### config.mk
export PLATFORM = sky130hd
export DESIGN_NAME = hazard_ctrl_flat
export DESIGN_NICKNAME = d
export VERILOG_FILES = /design/src/rtl/hazard_ctrl_if.sv /design/src/rtl/hazard_ctrl.sv /design/src/flat_wrapper.sv
export SDC_FILE = /design/constraint.sdc
export NUM_CORES = 1
export LEC_CHECK = 0
export CAP_MARGIN = 20
export CORE_ASPECT_RATIO = 1.2
export CORE_MARGIN = 2
export CORE_UTILIZATION = 51
export CTS_CLUSTER_DIAMETER = 120
export DETAILED_ROUTE_END_ITERATION = 8
export GPL_ROUTABILITY_DRIVEN = 0
export PLACE_DENSITY_LB_ADDON = 0.15
export SLEW_MARGIN = 15
export SYNTH_ARGS = -nofsm -noshare
export SYNTH_HDL_FRONTEND = slang
export SYNTH_SLANG_ARGS = --single-unit
### constraint.sdc
create_clock -name clk -period 4.8 [get_ports clk]
set_clock_uncertainty 0.05 [all_clocks]
set_input_delay 0.48 -clock clk [delete_from_list [all_inputs] [get_ports clk]]
set_output_delay 0.48 -clock clk [all_outputs]
set_load 0.01 [all_outputs]
### src/rtl/hazard_ctrl_if.sv
// Hazard-control bundle between the pipeline datapath and hazard_ctrl.
// The datapath side (master) supplies stage information and memory
// handshakes; the controller side (slave) returns stall/flush controls.
interface hazard_ctrl_if #(
  parameter int CNT_W = 32
);
  logic [4:0]       id_rs1;
  logic [4:0]       id_rs2;
  logic             id_rs1_used;
  logic             id_rs2_used;
  logic [4:0]       ex_rd;
  logic             ex_mem_read;
  logic             ex_mispredict;
  logic             imem_ready;
  logic             dmem_req;
  logic             dmem_ready;
  logic             if_stall;
  logic             id_stall;
  logic             ex_stall;
  logic             mem_stall;
  logic             id_flush;
  logic             ex_flush;
  logic             halted;
  logic [CNT_W-1:0] stall_cycles;

  modport master (
    output id_rs1, id_rs2, id_rs1_used, id_rs2_used, ex_rd, ex_mem_read,
           ex_mispredict, imem_ready, dmem_req, dmem_ready,
    input  if_stall, id_stall, ex_stall, mem_stall, id_flush, ex_flush,
           halted, stall_cycles
  );

  modport slave (
    input  id_rs1, id_rs2, id_rs1_used, id_rs2_used, ex_rd, ex_mem_read,
           ex_mispredict, imem_ready, dmem_req, dmem_ready,
    output if_stall, id_stall, ex_stall, mem_stall, id_flush, ex_flush,
           halted, stall_cycles
  );
endinterface

### src/rtl/hazard_ctrl.sv
// Pipeline hazard controller: freezes the whole pipeline on data-memory
// waits (halting after TIMEOUT wait cycles), flushes on branch mispredict,
// stalls one cycle on load-use, and inserts bubbles on fetch waits.
// Also keeps a saturating count of front-end stall cycles.
module hazard_ctrl #(
  parameter int TIMEOUT = 64,
  parameter int CNT_W   = 32
) (
  input logic         clk,
  input logic         rst,
  hazard_ctrl_if.slave hz
);

  localparam int WAIT_W = (TIMEOUT > 1) ? $clog2(TIMEOUT) : 1;

  typedef enum logic [1:0] {
    RUN       = 2'd0,
    DMEM_WAIT = 2'd1,
    HALT      = 2'd2
  } state_e;

  state_e              state_q, state_d;
  logic [WAIT_W-1:0]   wait_cnt_q, wait_cnt_d;
  logic [CNT_W-1:0]    stall_cnt_q;

  logic freeze;
  logic release_c;
  logic load_use;
  logic if_stall_c, id_stall_c, ex_stall_c, mem_stall_c;
  logic id_flush_c, ex_flush_c;

  // State and wait counter; reset drops straight back to RUN from anywhere.
  always_ff @(posedge clk or negedge rst) begin
    if (!rst) begin
      state_q    <= RUN;
      wait_cnt_q <= '0;
    end else begin
      state_q    <= state_d;
      wait_cnt_q <= wait_cnt_d;
    end
  end

  // Next-state logic for the data-memory wait / timeout machine.
  always_comb begin
    state_d    = state_q;
    wait_cnt_d = wait_cnt_q;
    case (state_q)
      RUN: begin
        if (hz.dmem_req && !hz.dmem_ready) begin
          state_d    = DMEM_WAIT;
          wait_cnt_d = '0;
        end
      end
      DMEM_WAIT: begin
        if (hz.dmem_ready) begin
          state_d    = RUN;
          wait_cnt_d = '0;
        end else if (wait_cnt_q == WAIT_W'(TIMEOUT - 1)) begin
          state_d    = HALT;
          wait_cnt_d = '0;
        end else begin
          wait_cnt_d = wait_cnt_q + WAIT_W'(1);
        end
      end
      HALT: begin
        state_d = HALT;
      end
      default: begin
        state_d    = RUN;
        wait_cnt_d = '0;
      end
    endcase
  end

  // Load-use detection; x0 is hardwired zero so it never creates a hazard.
  always_comb begin
    load_use = hz.ex_mem_read && (hz.ex_rd != 5'd0) &&
               ((hz.id_rs1_used && (hz.id_rs1 == hz.ex_rd)) ||
                (hz.id_rs2_used && (hz.id_rs2 == hz.ex_rd)));
  end

  // Prioritised stall/flush decode: freeze > mispredict > load-use > fetch wait.
  always_comb begin
    if_stall_c  = 1'b0;
    id_stall_c  = 1'b0;
    ex_stall_c  = 1'b0;
    mem_stall_c = 1'b0;
    id_flush_c  = 1'b0;
    ex_flush_c  = 1'b0;
    freeze      = ((state_q == RUN) && hz.dmem_req && !hz.dmem_ready) ||
                  ((state_q == DMEM_WAIT) && !hz.dmem_ready) ||
                  (state_q == HALT);
    release_c   = (state_q == DMEM_WAIT) && hz.dmem_ready;

    if (freeze) begin
      // Mispredicts are dropped here; the held EX instruction raises it again.
      if_stall_c  = 1'b1;
      id_stall_c  = 1'b1;
      ex_stall_c  = 1'b1;
      mem_stall_c = 1'b1;
    end else if (hz.ex_mispredict) begin
      id_flush_c  = 1'b1;
      ex_flush_c  = 1'b1;
    end else if (release_c) begin
      // The ready cycle releases every stage; nothing else may hold it.
      if_stall_c  = 1'b0;
    end else if (load_use) begin
      if_stall_c  = 1'b1;
      id_stall_c  = 1'b1;
      ex_flush_c  = 1'b1;
    end else if (!hz.imem_ready) begin
      if_stall_c  = 1'b1;
      id_flush_c  = 1'b1;
    end
  end

  // Saturating count of cycles in which the PC was held.
  always_ff @(posedge clk or negedge rst) begin
    if (!rst) begin
      stall_cnt_q <= '0;
    end else if (if_stall_c && !(&stall_cnt_q)) begin
      stall_cnt_q <= stall_cnt_q + CNT_W'(1);
    end
  end

  assign hz.if_stall     = if_stall_c;
  assign hz.id_stall     = id_stall_c;
  assign hz.ex_stall     = ex_stall_c;
  assign hz.mem_stall    = mem_stall_c;
  assign hz.id_flush     = id_flush_c;
  assign hz.ex_flush     = ex_flush_c;
  assign hz.halted       = (state_q == HALT);
  assign hz.stall_cycles = stall_cnt_q;

endmodule

### src/flat_wrapper.sv
// flat-port wrapper written by rule: the top's interface ports become plain ports
module hazard_ctrl_flat 
#(
  parameter int TIMEOUT = 64,
  parameter int CNT_W   = 32
)
  (clk, rst, hz_id_rs1, hz_id_rs2, hz_id_rs1_used, hz_id_rs2_used, hz_ex_rd, hz_ex_mem_read, hz_ex_mispredict, hz_imem_ready, hz_dmem_req, hz_dmem_ready, hz_if_stall, hz_id_stall, hz_ex_stall, hz_mem_stall, hz_id_flush, hz_ex_flush, hz_halted, hz_stall_cycles);
  hazard_ctrl_if #(.CNT_W(CNT_W)) hz_i ();
  input logic clk;
  input logic rst;
  input wire logic [$bits(hz_i.id_rs1)-1:0] hz_id_rs1;
  input wire logic [$bits(hz_i.id_rs2)-1:0] hz_id_rs2;
  input wire logic [$bits(hz_i.id_rs1_used)-1:0] hz_id_rs1_used;
  input wire logic [$bits(hz_i.id_rs2_used)-1:0] hz_id_rs2_used;
  input wire logic [$bits(hz_i.ex_rd)-1:0] hz_ex_rd;
  input wire logic [$bits(hz_i.ex_mem_read)-1:0] hz_ex_mem_read;
  input wire logic [$bits(hz_i.ex_mispredict)-1:0] hz_ex_mispredict;
  input wire logic [$bits(hz_i.imem_ready)-1:0] hz_imem_ready;
  input wire logic [$bits(hz_i.dmem_req)-1:0] hz_dmem_req;
  input wire logic [$bits(hz_i.dmem_ready)-1:0] hz_dmem_ready;
  output wire logic [$bits(hz_i.if_stall)-1:0] hz_if_stall;
  output wire logic [$bits(hz_i.id_stall)-1:0] hz_id_stall;
  output wire logic [$bits(hz_i.ex_stall)-1:0] hz_ex_stall;
  output wire logic [$bits(hz_i.mem_stall)-1:0] hz_mem_stall;
  output wire logic [$bits(hz_i.id_flush)-1:0] hz_id_flush;
  output wire logic [$bits(hz_i.ex_flush)-1:0] hz_ex_flush;
  output wire logic [$bits(hz_i.halted)-1:0] hz_halted;
  output wire logic [$bits(hz_i.stall_cycles)-1:0] hz_stall_cycles;
  assign hz_i.id_rs1 = hz_id_rs1;
  assign hz_i.id_rs2 = hz_id_rs2;
  assign hz_i.id_rs1_used = hz_id_rs1_used;
  assign hz_i.id_rs2_used = hz_id_rs2_used;
  assign hz_i.ex_rd = hz_ex_rd;
  assign hz_i.ex_mem_read = hz_ex_mem_read;
  assign hz_i.ex_mispredict = hz_ex_mispredict;
  assign hz_i.imem_ready = hz_imem_ready;
  assign hz_i.dmem_req = hz_dmem_req;
  assign hz_i.dmem_ready = hz_dmem_ready;
  assign hz_if_stall = hz_i.if_stall;
  assign hz_id_stall = hz_i.id_stall;
  assign hz_ex_stall = hz_i.ex_stall;
  assign hz_mem_stall = hz_i.mem_stall;
  assign hz_id_flush = hz_i.id_flush;
  assign hz_ex_flush = hz_i.ex_flush;
  assign hz_halted = hz_i.halted;
  assign hz_stall_cycles = hz_i.stall_cycles;
  hazard_ctrl #(.TIMEOUT(TIMEOUT), .CNT_W(CNT_W)) u_core (.clk(clk), .rst(rst), .hz(hz_i));
endmodule
; ---- After elaboration in Yosys (flattened, before gate mapping)
; Cells that the tools add are included.
[totals]
register_bits = 40
in_bits = 24
word_cells = 57
[op_classes]
addsub = 2
n_eq_ne = 7
n_mux = 24
bitwise_logic = 1
n_reduce_logical = 20
[op_table]
columns = op, n
row1 = "adder 32 x 1 -> 32 bit, second input constant", 1
row2 = AND reduction 32 bit, 1
row3 = two-way mux 6 bit, 3
row4 = case mux 6 bit (3 select lines), 1
row5 = two-way mux 1 bit, 16
row6 = equality test 5 bit, 2
row7 = logical AND 1 bit, 10
row8 = "adder 6 x 1 -> 6 bit, second input constant", 1
row9 = "equality test 6 bit, second input constant", 1
row10 = two-way mux 2 bit, 3
row11 = case mux 2 bit (3 select lines), 1
row12 = nonzero test 5 bit, 1
row13 = AND reduction 2 bit, 2
row14 = logical OR 1 bit, 3
row15 = "!= test 3 x 2 -> 1 bit, second input constant", 1
row16 = "equality test 2 x 1 -> 1 bit, second input constant", 1
row17 = "equality test 2 bit, second input constant", 1
row18 = logical NOT 1 bit, 2
row19 = logical NOT 2 bit, 1
row20 = "!= test 2 x 1 -> 1 bit, second input constant", 1
row21 = NOT 1 bit, 1

; ---- Longest topological paths before layout
[logic_depth]
ltp_word = 9
mapped_depth = 8
mapped_depth_nobuf = 7

; ---- Worst setup path before layout
; OpenSTA, ideal clock, no wires.
[synth_path]
kind = in2out
startpoint = input port hz_ex_rd[0]
endpoint = output port hz_id_flush
t_arrival_ps = 1861
t_required_ps = 4270
slack_ps = 2409
path_stages = 5
path_cell_list = or4_1 -> o21ai_0 -> nor2_1 -> or3_1 -> a21oi_1
[synth_via]
elab_chain_cells = 8
elab_cells_between_ends = 12
classes_between = eq/ne: 2 / mux: 4 / reduce/logical: 6
[synth_rtl]
columns = item, line
row1 = from (decl), flat_wrapper.sv:15  ; input wire logic [$bits(hz_i.ex_rd)-1:0] hz_ex_rd;
row2 = "equality test 5 bit, on equally long branches", "hazard_ctrl.sv:78, hazard_ctrl.sv:79"
row3 = "logical AND 1 bit, on equally long branches", "hazard_ctrl.sv:78, hazard_ctrl.sv:79"
row4 = logical OR 1 bit, hazard_ctrl.sv:78  ; ((hz.id_rs1_used && (hz.id_rs1 == hz.ex_rd)) ||
row5 = logical AND 1 bit *, hazard_ctrl.sv:77  ; load_use = hz.ex_mem_read && (hz.ex_rd != 5'd0) &&
row6 = two-way mux 1 bit *, hazard_ctrl.sv:107  ; end else if (load_use) begin
row7 = two-way mux 1 bit *, hazard_ctrl.sv:104  ; end else if (release_c) begin
row8 = two-way mux 1 bit *, hazard_ctrl.sv:101  ; end else if (hz.ex_mispredict) begin
row9 = two-way mux 1 bit *, hazard_ctrl.sv:95  ; if (freeze) begin
row10 = to (decl), flat_wrapper.sv:25  ; output wire logic [$bits(hz_i.id_flush)-1:0] hz_id_flush;
; Every way passes the cells marked *; elsewhere a longest branch is shown, timed or not.

; ---- Worst setup path in the final report
; Ends and elaborated chain as after synthesis.

==> summary.txt <==
Placement
  • Dpl cells: 343
  • Hpwl dp: 3590 um
  • Port bufs: 62

Timing
  • Hold Vio Cnt, Final: 0
  • Tcrit/Tclk final: 71.2%
  • Max Clk Rate: 293 MHz
  • Relative slew slack: 43.7%
  • # setup viols final: 0
  • Sum Neg Setup Slack: 0 ns
  • Slew @ Worst Pin: 0.844 ns
  • Min cycle time layout: 3.42 ns
  • RSZ-0062 raised after global routing: no
  • Hold slack: 0.231 ns
  • Pins Over Slew Limit: 0

Yosys
  • Multiplexer area fraction after synthesis: 1.53%
  • EDFF count, synth: 0
  • Synth warnings: 0
  • Synth cell types: 44
  • Mapped Area: 2210 sq um
  • Syn Area/Cell: 9.71 sq um
  • Yosys reg bits: 40
  • Compound-Gate Fraction of Synth Area: 7.40%
  • Synth Flop Type: dfrtp_1
  • Async SR Flop Fraction: 100%
  • Adder-cell share of the synthesized area: 1.13%
  • Post-Syn Instances: 228
  • Synth area leader: dfrtp_1
  • Post-synthesis sequential area ratio: 45.2%
  • Main combinational cell family by area after synthesis: simple AND/OR/NAND/NOR gates
  • Syn_nets: 254
  • Synth Area in Simple Gates: 26.6%
  • Most frequent cells after synthesis: 40 x dfrtp_1, 27 x nand2_1, 25 x xor2_1, 21 x nor2_1, 15 x xnor2_1
  • Share of the synthesized area in the top cell type: 45.2%
  • Synth Area in XOR/XNOR: 15.8%
  • Synth top area cells: dfrtp_1 45%, xor2_1 9.9%, xnor2_1 5.9%
  • Most common cell in the netlist: dfrtp_1

Hold path
  • Hold Crit Class: in2async

Power
  • PD cells: 345 nW/um^2
  • Flop pwr share: 43.3%
  • Net Sw Frac: 34.6%
  • Clk network pwr share: 20.9%
  • Cell internal pwr: 0.666 mW
  • Switch Pwr: 0.352 mW
  • Leakage: 1.28 nW
  • VDD IR max: 347 uV
  • Combinational power share: 35.7%

Layout
  • Share of post-route cells with drive strength above 1: 6.80%
  • Final std cells w/o fill: 350
  • Ant diodes: 0
  • Area growth syn-to-layout: 33.3%
  • NumNets Final: 320

GRT
  • Initial antenna violation count: 0
  • First-pass GRT wire length: 8200 um
  • Largest net degree at the start of global routing: 41
  • Grt total ovfl: 0
  • GRT Util Overall: 20.9%
  • Vias in the first global route: 1,817

Setup path
  • Flop2flop setup slack: 2.41 ns
  • Crit-path cells: clkdlybuf4s50_1 -> or4_1 -> o21ai_0 -> nor2_1 -> or3_1 -> a21oi_1 -> clkdlybuf4s50_1
  • CP endpoint kind: primary output
  • CP top delay family: buffers and inverters
  • Crit Path Category: in2out
  • Worst setup SP type: primary input
  • FF-to-FF Start: u_core.hz.stall_cycles[15]$_DFFE_PN0P_
  • WP buf/inv: 2
  • Worst Path Max Fanout: 3
  • Worst r2r dst: u_core.hz.stall_cycles[1]$_DFFE_PN0P_
  • Critical path's most frequent cell: clkdlybuf4s50_1
  • Worst Reg2Reg Path Length in Cells: 5
  • CP max-delay cell: clkdlybuf4s50_1
  • Worst path arrival time: 2.89 ns
  • Crit path largest cell delay: 0.55 ns
  • Required @ worst endpoint: 4.27 ns

Run
  • Max_cap viols: 0

Detailed routing
  • Via/cell ratio: 5.47
  • WL/cell: 13.5 um
  • TritonRoute pass-1 iters: 4
  • DRT iter0 DRCs: 108
  • DRT Wirelength: 4730 um
  • Final ANT Viol Nets: 0
  • Drt drc: 0
  • Via count: 1,916

Floorplan
  • Starting Density: 52.4%
  • Total Die Area: 4890 sq um
  • I/O Pins: 63
  • Core ar.: 4230 sq um
  • Cell row count: 26
  • Die width: 64.2 um
  • Die Span Y: 76.2 um

Clocking
  • Clock Path Buffers: 2
  • CTS Root Cell: clkbuf_8
  • Post-CTS sizing: 0
  • Skew-Pair Late Insertion Delay: 0.30 ns
  • Clock transition at path regs: 0.07 ns
  • Inserted Clock Buffers: 5
  • Post-CTS Repair Setup Buffers: 0
  • H-tree level count: 2
  • CTS tree: yes
  • Hold_buf cts: 0
  • Clk sinks: 40

Run status
  • Outcome: completed
[per-layer routing]
layer / share of wire (%) / GRT usage, % / vias to the layer above
met2: 55 / 37.8 / 48
met1: 39 / 24.1 / 932
met3: 4.2 / 5.32 / 6
met5: 0 / 0 / -
met4: 1.4 / 5.74 / 0
li1: - / - / 930
[cell families (layout without fill, tap and decap cells)]
logic type	Yosys count	after routing
and+or+nand+nor	108	108
xor gates and xnor gates	40	40
DFF	40	40
AOI/OAI and AO/OA	25	25
buffers and inverters	10	76
muxes	3	3
adders and majority gates	2	2
[registers in the layout, summed over array words and instances (netlist names)]
name,flops
u_core.hz.stall_cycles,32
u_core.state_q,2
u_core.wait_cnt_q,6
[placed cells by master, fill, tap and decap left out, types with 2 or more instances in the layout]
cell type / n
xnor2_1: 15
nand2_1: 27
dfrtp_1: 40
nor4_1: 8
a21oi_1: 3
xor2_1: 25
nand4_1: 9
inv_1: 7
ha_1: 2
nor3_1: 9
clkdlybuf4s50_1: 61
clkbuf_8: 5
nand3_1: 12
nand2_2: 2
o21ai_0: 12
nand2b_1: 2
nor2_1: 21
mux2_2: 3
and2_1: 2
nor4b_1: 2
[layout make-up]
cell class / count / area, sq um
clock buffers: 6 / 72.6
clock inverters: 1 / 5.00
fillers: 355 / 1280
inverters: 7 / 26.3
multi-input cells: 178 / 1160
flip-flops and latches: 40 / 1000
well taps: 56 / 70.1
repair buffers: 62 / 616
[worst max path at each step]
stage                     slack (ns)          end  depth (start not counted)        start
after CTS                       1.37  hz_id_flush                          7  hz_ex_rd[0]
after global routing            1.18  hz_id_flush                          7  hz_ex_rd[0]
after detailed placement        1.38  hz_id_flush                          7  hz_ex_rd[0]
after global placement          1.41  hz_id_flush                          7  hz_ex_rd[0]
after floorplan                 2.41  hz_id_flush                          5  hz_ex_rd[0]
final                           1.38  hz_id_flush                          7  hz_ex_rd[0]
[per-stage QoR]
step | power [mW] | util [%] | area, sq um | worst slack, ns
detailed placement | 0.814 | 68.0 | 2870 | 1.38
global route | 1.08 | 69.8 | 2950 | 1.18
CTS | 1.03 | 69.8 | 2950 | 1.37
finish | 1.02 | 69.8 | 2950 | 1.38
floorplan | 0.647 | - | 2210 | 2.41
global placement | 0.807 | 68.0 | 2870 | 1.41
[power groups by stage]
stage	logic, mW	clock network, mW	registers, mW
3_5_place_dp	0.368	0	0.446
2_1_floorplan	0.198	0	0.449
5_1_grt	0.401	0.231	0.452
4_1_cts	0.370	0.217	0.442
6_report	0.364	0.213	0.441
3_3_place_gp	0.361	0	0.446
No activity file was read; power rests on OpenSTA's default activity.
